$ cat config.mk
export PLATFORM = sky130hd
export DESIGN_NAME = palette_port_arbiter_flat
export DESIGN_NICKNAME = d
export VERILOG_FILES = /design/src/rtl/palette_port_arbiter_if.sv /design/src/rtl/palette_port_arbiter.sv /design/src/flat_wrapper.sv
export SDC_FILE = /design/constraint.sdc
export NUM_CORES = 1
export LEC_CHECK = 0
export ABC_AREA = 1
export ABC_CLOCK_PERIOD_IN_PS = 5600
export CAP_MARGIN = 10
export CORE_MARGIN = 2
export CORE_UTILIZATION = 34
export DETAILED_ROUTE_END_ITERATION = 6
export HOLD_SLACK_MARGIN = 0.15
export PLACE_DENSITY = 0.63
export SETUP_SLACK_MARGIN = 0.3
export SLEW_MARGIN = 20
export SYNTH_ARGS = -nofsm -noshare
export SYNTH_HDL_FRONTEND = slang
export SYNTH_SLANG_ARGS = --single-unit
$ cat constraint.sdc
create_clock -name clk -period 5.6 [get_ports clk]
set_input_delay 1.68 -clock clk [delete_from_list [all_inputs] [get_ports clk]]
set_output_delay 1.68 -clock clk [all_outputs]
set_load 0.1 [all_outputs]
$ cat src/rtl/palette_port_arbiter_if.sv
`default_nettype none
// +----------------------------------------------------------------------------+
// | palette_port_arbiter_if                                                    |
// | Pixel, host, cycling-control and palette RAM signals of the arbiter.       |
// | Optional: PALETTE_READBACK_EN adds the host readback signals.              |
// | Rev 1.0                                                                    |
// +----------------------------------------------------------------------------+
interface palette_port_arbiter_if #(
  parameter int ADDR_W   = 8,
  parameter int DATA_W   = 24,
  parameter int PERIOD_W = 8
);
  logic                pix_valid;
  logic [ADDR_W-1:0]   pix_iter;
  logic                pix_rgb_valid;
  logic [DATA_W-1:0]   pix_rgb;
  logic                host_wr_valid;
  logic                host_wr_ready;
  logic [ADDR_W-1:0]   host_wr_addr;
  logic [DATA_W-1:0]   host_wr_data;
  logic                frame_start;
  logic                cycle_en;
  logic [PERIOD_W-1:0] cycle_period;
  logic [ADDR_W-1:0]   cycle_offset;
  logic                mem_en;
  logic                mem_we;
  logic [ADDR_W-1:0]   mem_addr;
  logic [DATA_W-1:0]   mem_wdata;
  logic [DATA_W-1:0]   mem_rdata;
`ifdef PALETTE_READBACK_EN
  logic                host_rd_valid;
  logic [ADDR_W-1:0]   host_rd_addr;
  logic                host_rd_ready;
  logic                host_rd_data_valid;
  logic [DATA_W-1:0]   host_rd_data;
`endif

  // Arbiter side.
  modport slave (
    input  pix_valid, pix_iter, host_wr_valid, host_wr_addr, host_wr_data,
           frame_start, cycle_en, cycle_period, mem_rdata,
`ifdef PALETTE_READBACK_EN
    input  host_rd_valid, host_rd_addr,
    output host_rd_ready, host_rd_data_valid, host_rd_data,
`endif
    output pix_rgb_valid, pix_rgb, host_wr_ready, cycle_offset,
           mem_en, mem_we, mem_addr, mem_wdata
  );

  // Environment side: pipeline, host and RAM.
  modport master (
    output pix_valid, pix_iter, host_wr_valid, host_wr_addr, host_wr_data,
           frame_start, cycle_en, cycle_period, mem_rdata,
`ifdef PALETTE_READBACK_EN
    output host_rd_valid, host_rd_addr,
    input  host_rd_ready, host_rd_data_valid, host_rd_data,
`endif
    input  pix_rgb_valid, pix_rgb, host_wr_ready, cycle_offset,
           mem_en, mem_we, mem_addr, mem_wdata
  );
endinterface
`default_nettype wire

$ cat src/rtl/palette_port_arbiter.sv
`default_nettype none
// +----------------------------------------------------------------------------+
// | palette_port_arbiter                                                       |
// | Shares the single-port palette RAM between pixel lookups (priority) and    |
// | host writes, and applies a per-frame rotating palette offset.              |
// | Optional: PALETTE_READBACK_EN adds a lowest-priority host read port.       |
// | Rev 1.0                                                                    |
// +----------------------------------------------------------------------------+
module palette_port_arbiter #(
  parameter int ADDR_W   = 8,
  parameter int DATA_W   = 24,
  parameter int PERIOD_W = 8
) (
  input wire clk,
  input wire rst_n,
  palette_port_arbiter_if.slave bus
);
  localparam int                c_LAST_INT = (1 << ADDR_W) - 1;
  localparam logic [ADDR_W:0]   c_MOD      = c_LAST_INT[ADDR_W:0];
  localparam logic [ADDR_W-1:0] c_OFF_MAX  = ADDR_W'(c_LAST_INT - 1);
  localparam logic [ADDR_W-1:0] c_ONE      = ADDR_W'(1);
  localparam logic [PERIOD_W-1:0] c_CNT_ONE = PERIOD_W'(1);

  typedef enum logic [1:0] {
    CYC_OFF  = 2'd0,
    CYC_WAIT = 2'd1,
    CYC_STEP = 2'd2
  } cyc_state_t;

  cyc_state_t          r_state, w_state_nxt;
  logic [PERIOD_W-1:0] r_cnt, w_cnt_nxt, w_cnt_last;
  logic [ADDR_W-1:0]   r_offset, w_offset_nxt;

  logic                w_pix_go, w_wr_go, w_rd_go;
  logic [ADDR_W-1:0]   w_iter_m1, w_pix_addr;
  logic [ADDR_W:0]     w_sum, w_mod;
  logic [DATA_W-1:0]   w_rdata;
  logic                r_pix_v0, r_pix_v1;

  // Arbitration: pixel, then write, then (optional) read.
  assign w_pix_go           = bus.pix_valid;
  assign w_wr_go            = bus.host_wr_valid && !bus.pix_valid;
  assign bus.host_wr_ready  = !bus.pix_valid && rst_n;
  assign w_rdata            = bus.mem_rdata;
  assign bus.cycle_offset   = r_offset;

`ifdef PALETTE_READBACK_EN
  logic r_rd_v0, r_rd_v1;
  assign w_rd_go           = bus.host_rd_valid && !bus.pix_valid && !bus.host_wr_valid;
  assign bus.host_rd_ready = !bus.pix_valid && !bus.host_wr_valid && rst_n;
`else
  assign w_rd_go = 1'b0;
`endif

  // Entry 0 is pinned; entries 1..255 rotate modulo 255.
  assign w_iter_m1  = bus.pix_iter - c_ONE;
  assign w_sum      = {1'b0, w_iter_m1} + {1'b0, r_offset};
  assign w_mod      = (w_sum >= c_MOD) ? (w_sum - c_MOD) : w_sum;
  assign w_pix_addr = (bus.pix_iter == '0) ? '0 : (w_mod[ADDR_W-1:0] + c_ONE);

  always_ff @(posedge clk or negedge rst_n) begin
    if (!rst_n) begin
      bus.mem_en        <= 1'b0;
      bus.mem_we        <= 1'b0;
      bus.mem_addr      <= '0;
      bus.mem_wdata     <= '0;
      r_pix_v0          <= 1'b0;
      r_pix_v1          <= 1'b0;
      bus.pix_rgb_valid <= 1'b0;
      bus.pix_rgb       <= '0;
    end else begin
      bus.mem_en <= w_pix_go || w_wr_go || w_rd_go;
      bus.mem_we <= w_wr_go;
      if (w_pix_go) begin
        bus.mem_addr <= w_pix_addr;
      end else if (w_wr_go) begin
        bus.mem_addr <= bus.host_wr_addr;
`ifdef PALETTE_READBACK_EN
      end else if (w_rd_go) begin
        bus.mem_addr <= bus.host_rd_addr;
`endif
      end
      if (w_wr_go) begin
        bus.mem_wdata <= bus.host_wr_data;
      end
      r_pix_v0          <= w_pix_go;
      r_pix_v1          <= r_pix_v0;
      bus.pix_rgb_valid <= r_pix_v1;
      if (r_pix_v1) begin
        bus.pix_rgb <= w_rdata;
      end
    end
  end

`ifdef PALETTE_READBACK_EN
  // Readback shares the pixel pipeline; its own valid bit tags the slot.
  always_ff @(posedge clk or negedge rst_n) begin
    if (!rst_n) begin
      r_rd_v0                <= 1'b0;
      r_rd_v1                <= 1'b0;
      bus.host_rd_data_valid <= 1'b0;
      bus.host_rd_data       <= '0;
    end else begin
      r_rd_v0                <= w_rd_go;
      r_rd_v1                <= r_rd_v0;
      bus.host_rd_data_valid <= r_rd_v1;
      if (r_rd_v1) begin
        bus.host_rd_data <= w_rdata;
      end
    end
  end
`endif

  always_ff @(posedge clk or negedge rst_n) begin
    if (!rst_n) begin
      r_state  <= CYC_OFF;
      r_cnt    <= '0;
      r_offset <= '0;
    end else begin
      r_state  <= w_state_nxt;
      r_cnt    <= w_cnt_nxt;
      r_offset <= w_offset_nxt;
    end
  end

  // A period of 0 counts as 1; >= keeps a shortened period from overrunning.
  assign w_cnt_last = (bus.cycle_period == '0) ? '0 : (bus.cycle_period - c_CNT_ONE);

  always_comb begin
    w_state_nxt  = r_state;
    w_cnt_nxt    = r_cnt;
    w_offset_nxt = r_offset;
    case (r_state)
      CYC_OFF: begin
        if (bus.cycle_en) begin
          w_state_nxt = CYC_WAIT;
          w_cnt_nxt   = '0;
        end
      end
      CYC_WAIT: begin
        if (!bus.cycle_en) begin
          w_state_nxt = CYC_OFF;
        end else if (bus.frame_start) begin
          if (r_cnt >= w_cnt_last) begin
            w_state_nxt = CYC_STEP;
            w_cnt_nxt   = '0;
          end else begin
            w_cnt_nxt = r_cnt + c_CNT_ONE;
          end
        end
      end
      CYC_STEP: begin
        w_offset_nxt = (r_offset == c_OFF_MAX) ? '0 : (r_offset + c_ONE);
        w_state_nxt  = bus.cycle_en ? CYC_WAIT : CYC_OFF;
      end
      default: begin
        w_state_nxt = CYC_OFF;
      end
    endcase
  end
endmodule
`default_nettype wire

$ cat src/flat_wrapper.sv
// flat-port wrapper written by rule: the top's interface ports become plain ports
module palette_port_arbiter_flat 
#(
  parameter int ADDR_W   = 8,
  parameter int DATA_W   = 24,
  parameter int PERIOD_W = 8
)
  (clk, rst_n, bus_pix_valid, bus_pix_iter, bus_host_wr_valid, bus_host_wr_addr, bus_host_wr_data, bus_frame_start, bus_cycle_en, bus_cycle_period, bus_mem_rdata, bus_pix_rgb_valid, bus_pix_rgb, bus_host_wr_ready, bus_cycle_offset, bus_mem_en, bus_mem_we, bus_mem_addr, bus_mem_wdata);
  palette_port_arbiter_if #(.ADDR_W(ADDR_W), .DATA_W(DATA_W), .PERIOD_W(PERIOD_W)) bus_i ();
  input wire clk;
  input wire rst_n;
  input wire logic [$bits(bus_i.pix_valid)-1:0] bus_pix_valid;
  input wire logic [$bits(bus_i.pix_iter)-1:0] bus_pix_iter;
  input wire logic [$bits(bus_i.host_wr_valid)-1:0] bus_host_wr_valid;
  input wire logic [$bits(bus_i.host_wr_addr)-1:0] bus_host_wr_addr;
  input wire logic [$bits(bus_i.host_wr_data)-1:0] bus_host_wr_data;
  input wire logic [$bits(bus_i.frame_start)-1:0] bus_frame_start;
  input wire logic [$bits(bus_i.cycle_en)-1:0] bus_cycle_en;
  input wire logic [$bits(bus_i.cycle_period)-1:0] bus_cycle_period;
  input wire logic [$bits(bus_i.mem_rdata)-1:0] bus_mem_rdata;
  output wire logic [$bits(bus_i.pix_rgb_valid)-1:0] bus_pix_rgb_valid;
  output wire logic [$bits(bus_i.pix_rgb)-1:0] bus_pix_rgb;
  output wire logic [$bits(bus_i.host_wr_ready)-1:0] bus_host_wr_ready;
  output wire logic [$bits(bus_i.cycle_offset)-1:0] bus_cycle_offset;
  output wire logic [$bits(bus_i.mem_en)-1:0] bus_mem_en;
  output wire logic [$bits(bus_i.mem_we)-1:0] bus_mem_we;
  output wire logic [$bits(bus_i.mem_addr)-1:0] bus_mem_addr;
  output wire logic [$bits(bus_i.mem_wdata)-1:0] bus_mem_wdata;
  assign bus_i.pix_valid = bus_pix_valid;
  assign bus_i.pix_iter = bus_pix_iter;
  assign bus_i.host_wr_valid = bus_host_wr_valid;
  assign bus_i.host_wr_addr = bus_host_wr_addr;
  assign bus_i.host_wr_data = bus_host_wr_data;
  assign bus_i.frame_start = bus_frame_start;
  assign bus_i.cycle_en = bus_cycle_en;
  assign bus_i.cycle_period = bus_cycle_period;
  assign bus_i.mem_rdata = bus_mem_rdata;
  assign bus_pix_rgb_valid = bus_i.pix_rgb_valid;
  assign bus_pix_rgb = bus_i.pix_rgb;
  assign bus_host_wr_ready = bus_i.host_wr_ready;
  assign bus_cycle_offset = bus_i.cycle_offset;
  assign bus_mem_en = bus_i.mem_en;
  assign bus_mem_we = bus_i.mem_we;
  assign bus_mem_addr = bus_i.mem_addr;
  assign bus_mem_wdata = bus_i.mem_wdata;
  palette_port_arbiter #(.ADDR_W(ADDR_W), .DATA_W(DATA_W), .PERIOD_W(PERIOD_W)) u_core (.clk(clk), .rst_n(rst_n), .bus(bus_i));
endmodule
==> run_results.csv <==
group,metric,value,unit
power_and_ir_drop,power.leakage,3.07,nW
critical_path,worstReg2RegEnd,"u_core.bus.mem_addr[4]$_DFFE_PN0P_",
critical_path,arrival,4.86,ns
timing,min_period_over_period,0.820,
final_layout,antenna_cells,0,
timing,finalWorstPathRequiredPeriod,4.59,ns
clock_network,clock_latency,0.34,ns
timing,slew_violations,0,
logic_synthesis,ys_warn_count,0,
die,dieHeight,120,µm
logic_synthesis,synthTopCellsByArea,"dfrtp_1, nand2_1, ha_1",
timing,tns,0,ns
clock_network,cts_root_buf,"clkbuf_16",
power_and_ir_drop,p_per_area,317,mW/mm²
status,status,"finished clean",
global_route,antenna_found_initial,0,
timing,fin_skew,0.00722,ns
clock_network,postCtsSetupBuffers,0,
timing,finalHoldViolations,0,
critical_path,crit_path_start,"bus_pix_iter[0]",
die,coreArea,0.0132,mm²
clock_network,htreeDepth,3,
route,viasPerCell,4.65,
logic_synthesis,syn_area,0.00456,mm²
die,die-area,0.0143,mm²
clock_network,hold_buffers,0,
power_and_ir_drop,max-vdd-ir-drop,0.179,mV
logic_synthesis,yosysSeqAreaShare,0.434,
final_layout,fill_cells,1227,
logic_synthesis,synth_fp_nets,647,
global_route,grt_max_degree,80,
clock_network,clockBufferDepth,2,
route,post_drt_wl_per_cell,13.2,µm
timing,fin_ws,1.01,ns
placement,pre_cts_ws,0.676,ns
critical_path,endpoint,"u_core.bus.mem_addr[4]$_DFFE_PN0P_",
clock_network,tritoncts,"done",
clock_network,cts.reportedPaths.clkPinSlew,0.06,ns
global_route,grt-ovfl-total,0,
hold_path,holdPathStages,0,
placement,dp_hpwl,8.82,mm
job,maxCapViolCount,0,
critical_path,worstSetupPathType,"primary input to register",
logic_synthesis,avgSynthCellArea,8.38,µm²
critical_path,cp-end-kind,"register",
global_route,grt_busiest_layer,"met2",
logic_synthesis,synth_top_area_frac,0.434,
clock_network,cts_buffers,9,
final_layout,layout-drive-gt1-share,0.110,
route,drt_pass1_iterations,4,
final_layout,fin_nets,795,
critical_path,r2r_slack,2.59,ns
critical_path,worst_setup_path_start_kind,"primary input",
route,drc,0,
die,initial_core_util,0.346,
logic_synthesis,yosys_most_used_dff,"dfrtp_1",
timing,relSlewSlack,0.284,
critical_path,critPathMaxFanout,11,
placement,gp_congestion,0.826,
timing,worst_pin_slew,1.07,ns
clock_network,cts_resized,0,
die,io-pin-count,146,
logic_synthesis,synth_edf_count,0,
die,fp.dieW,120,µm
timing,rsz0062_at_grt,"no",
die,row_count,42,
final_layout,area_growth,42.9,%
route,drtIter0Drc,193,
global_route,use_met2,0.285,
timing,setup_viol,0,
power_and_ir_drop,power,2.07,mW
global_route,use_met3,0.0314,
global_route,grt_pass1_vias,4108,
logic_synthesis,syn_inst,544,
logic_synthesis,synth_top_area_cell,"dfrtp_1",
timing,max_freq,218,MHz
placement,io_buffers,145,
route,num_vias,4062,
logic_synthesis,synth_cell_types,41,
route,finalWirelength,11.6,mm
logic_synthesis,ys_ff_latch,79,
clock_network,clock_sinks,79,
critical_path,required,5.87,ns
global_route,grt_pass1_wl,19.3,mm
logic_synthesis,async_reset_ff_frac,1.00,
hold_path,hp-class,"register to register",
critical_path,r2r_start,"u_core.bus.cycle_offset[0]$_DFFE_PN0N_",
global_route,groute.layer.met1.usage,0.214,
global_route,grt_usage,0.168,
route,final_antenna_net_count,0,
critical_path,worst_r2r_path_depth,20,
==> per-stage QoR <==
step / utilization / hold slack, ns / std cells / instance area [µm²]
floorplan: - / 0.331 / 544 / 4560
global placement: 0.470 / 0.337 / 857 / 6190
detailed placement: 0.470 / 0.351 / 857 / 6190
CTS: 0.494 / 0.356 / 873 / 6510
global route: 0.494 / 0.363 / 873 / 6510
finish: 0.494 / 0.354 / 873 / 6510
==> cells in the mapped netlist (all sizes together) (2+ instances only) <==
library cell	n
a21oi	16
a22o	2
and3	2
clkbuf	9
dfrtp	79
ha	24
inv	71
mux2	24
nand2	167
nand3	34
nand4	7
nor2	42
nor3	10
nor3b	2
o21ai	22
o22ai	6
or2	3
xnor2	4
xor2	9
==> worst max-delay path, stage by stage <==
cell             delay [ns]
clkdlybuf4s50_1        0.40
inv_1                  0.14
ha_1                   0.24
nand3_1                0.11
xnor2_1                0.20
ha_1                   0.31
nand2_1                0.11
inv_1                  0.04
a21oi_1                0.18
nand2_1                0.07
nand2_1                0.06
nand2_1                0.11
nor2_4                 0.12
nand2_4                0.08
nand2_4                0.15
nand2_2                0.08
nand2_4                0.08
ha_1                   0.14
inv_1                  0.05
nor2_2                 0.14
inv_1                  0.08
o21ai_1                0.12
nand3_1                0.09
nand3_1                0.11
==> logic make-up after synthesis <==
family,Yosys count,synth area share
simple gates,270,0.273
buf+inv,81,0.0692
flops,79,0.434
compound gates,52,0.0697
fa+ha+maj,25,0.0703
mux,24,0.0593
xor+xnor,13,0.0250
==> per-layer routing <==
metal	vias to the layer above	wire length [µm]
met5	-	0
met4	0	204
met3	16	566
met2	127	5410
met1	1871	5370
li1	2048	-
==> layout make-up <==
cell class / instances / area, µm² / share of cell area
multi-input cells: 384 / 2270 / 0.348
flip-flops and latches: 79 / 1980 / 0.303
repair buffers: 147 / 1470 / 0.225
inverters: 71 / 267 / 0.0409
clock buffers: 11 / 253 / 0.0388
well taps: 176 / 220 / 0.0338
clock inverters: 5 / 63.8 / 0.00980
==> worst min path at each step <==
stage	from	to	slack (ns)
2_1_floorplan	u_core.r_pix_v0$_DFF_PN0_	u_core.r_pix_v1$_DFF_PN0_	0.33
3_3_place_gp	u_core.r_pix_v0$_DFF_PN0_	u_core.r_pix_v1$_DFF_PN0_	0.34
3_5_place_dp	u_core.r_pix_v0$_DFF_PN0_	u_core.r_pix_v1$_DFF_PN0_	0.35
4_1_cts	u_core.r_pix_v0$_DFF_PN0_	u_core.r_pix_v1$_DFF_PN0_	0.36
5_1_grt	u_core.r_pix_v0$_DFF_PN0_	u_core.r_pix_v1$_DFF_PN0_	0.36
6_report	u_core.r_pix_v0$_DFF_PN0_	u_core.r_pix_v1$_DFF_PN0_	0.35
==> power by group <==
group          total [mW]  switching [mW]  internal [mW]
Sequential          0.668          0.0384          0.630
Clock               0.620           0.246          0.374
Combinational       0.780           0.561          0.219
Total                2.07           0.846           1.22
==> placed cells by master (no fill, tap or decap), drive strengths merged, types with 10 or more instances in the layout <==
cell type	n
ha	24
nor2	42
mux2	24
dfrtp	79
inv	73
clkdlybuf4s50	143
nand3	34
o21ai	22
a21oi	16
clkbuf	11
nor3	10
nand2	167
==> state kept, by name (all words and copies together), names as in the netlist <==
register and cells:
u_core.bus.mem_wdata 24, u_core.r_state 2, u_core.bus.mem_addr 8, u_core.r_cnt 8, u_core.bus.mem_en 1, u_core.bus.pix_rgb_valid 1
u_core.r_pix_v0 1, u_core.bus.mem_we 1, u_core.bus.cycle_offset 8, u_core.bus.pix_rgb 24, u_core.r_pix_v1 1
Power figures use the tool's default switching activity.
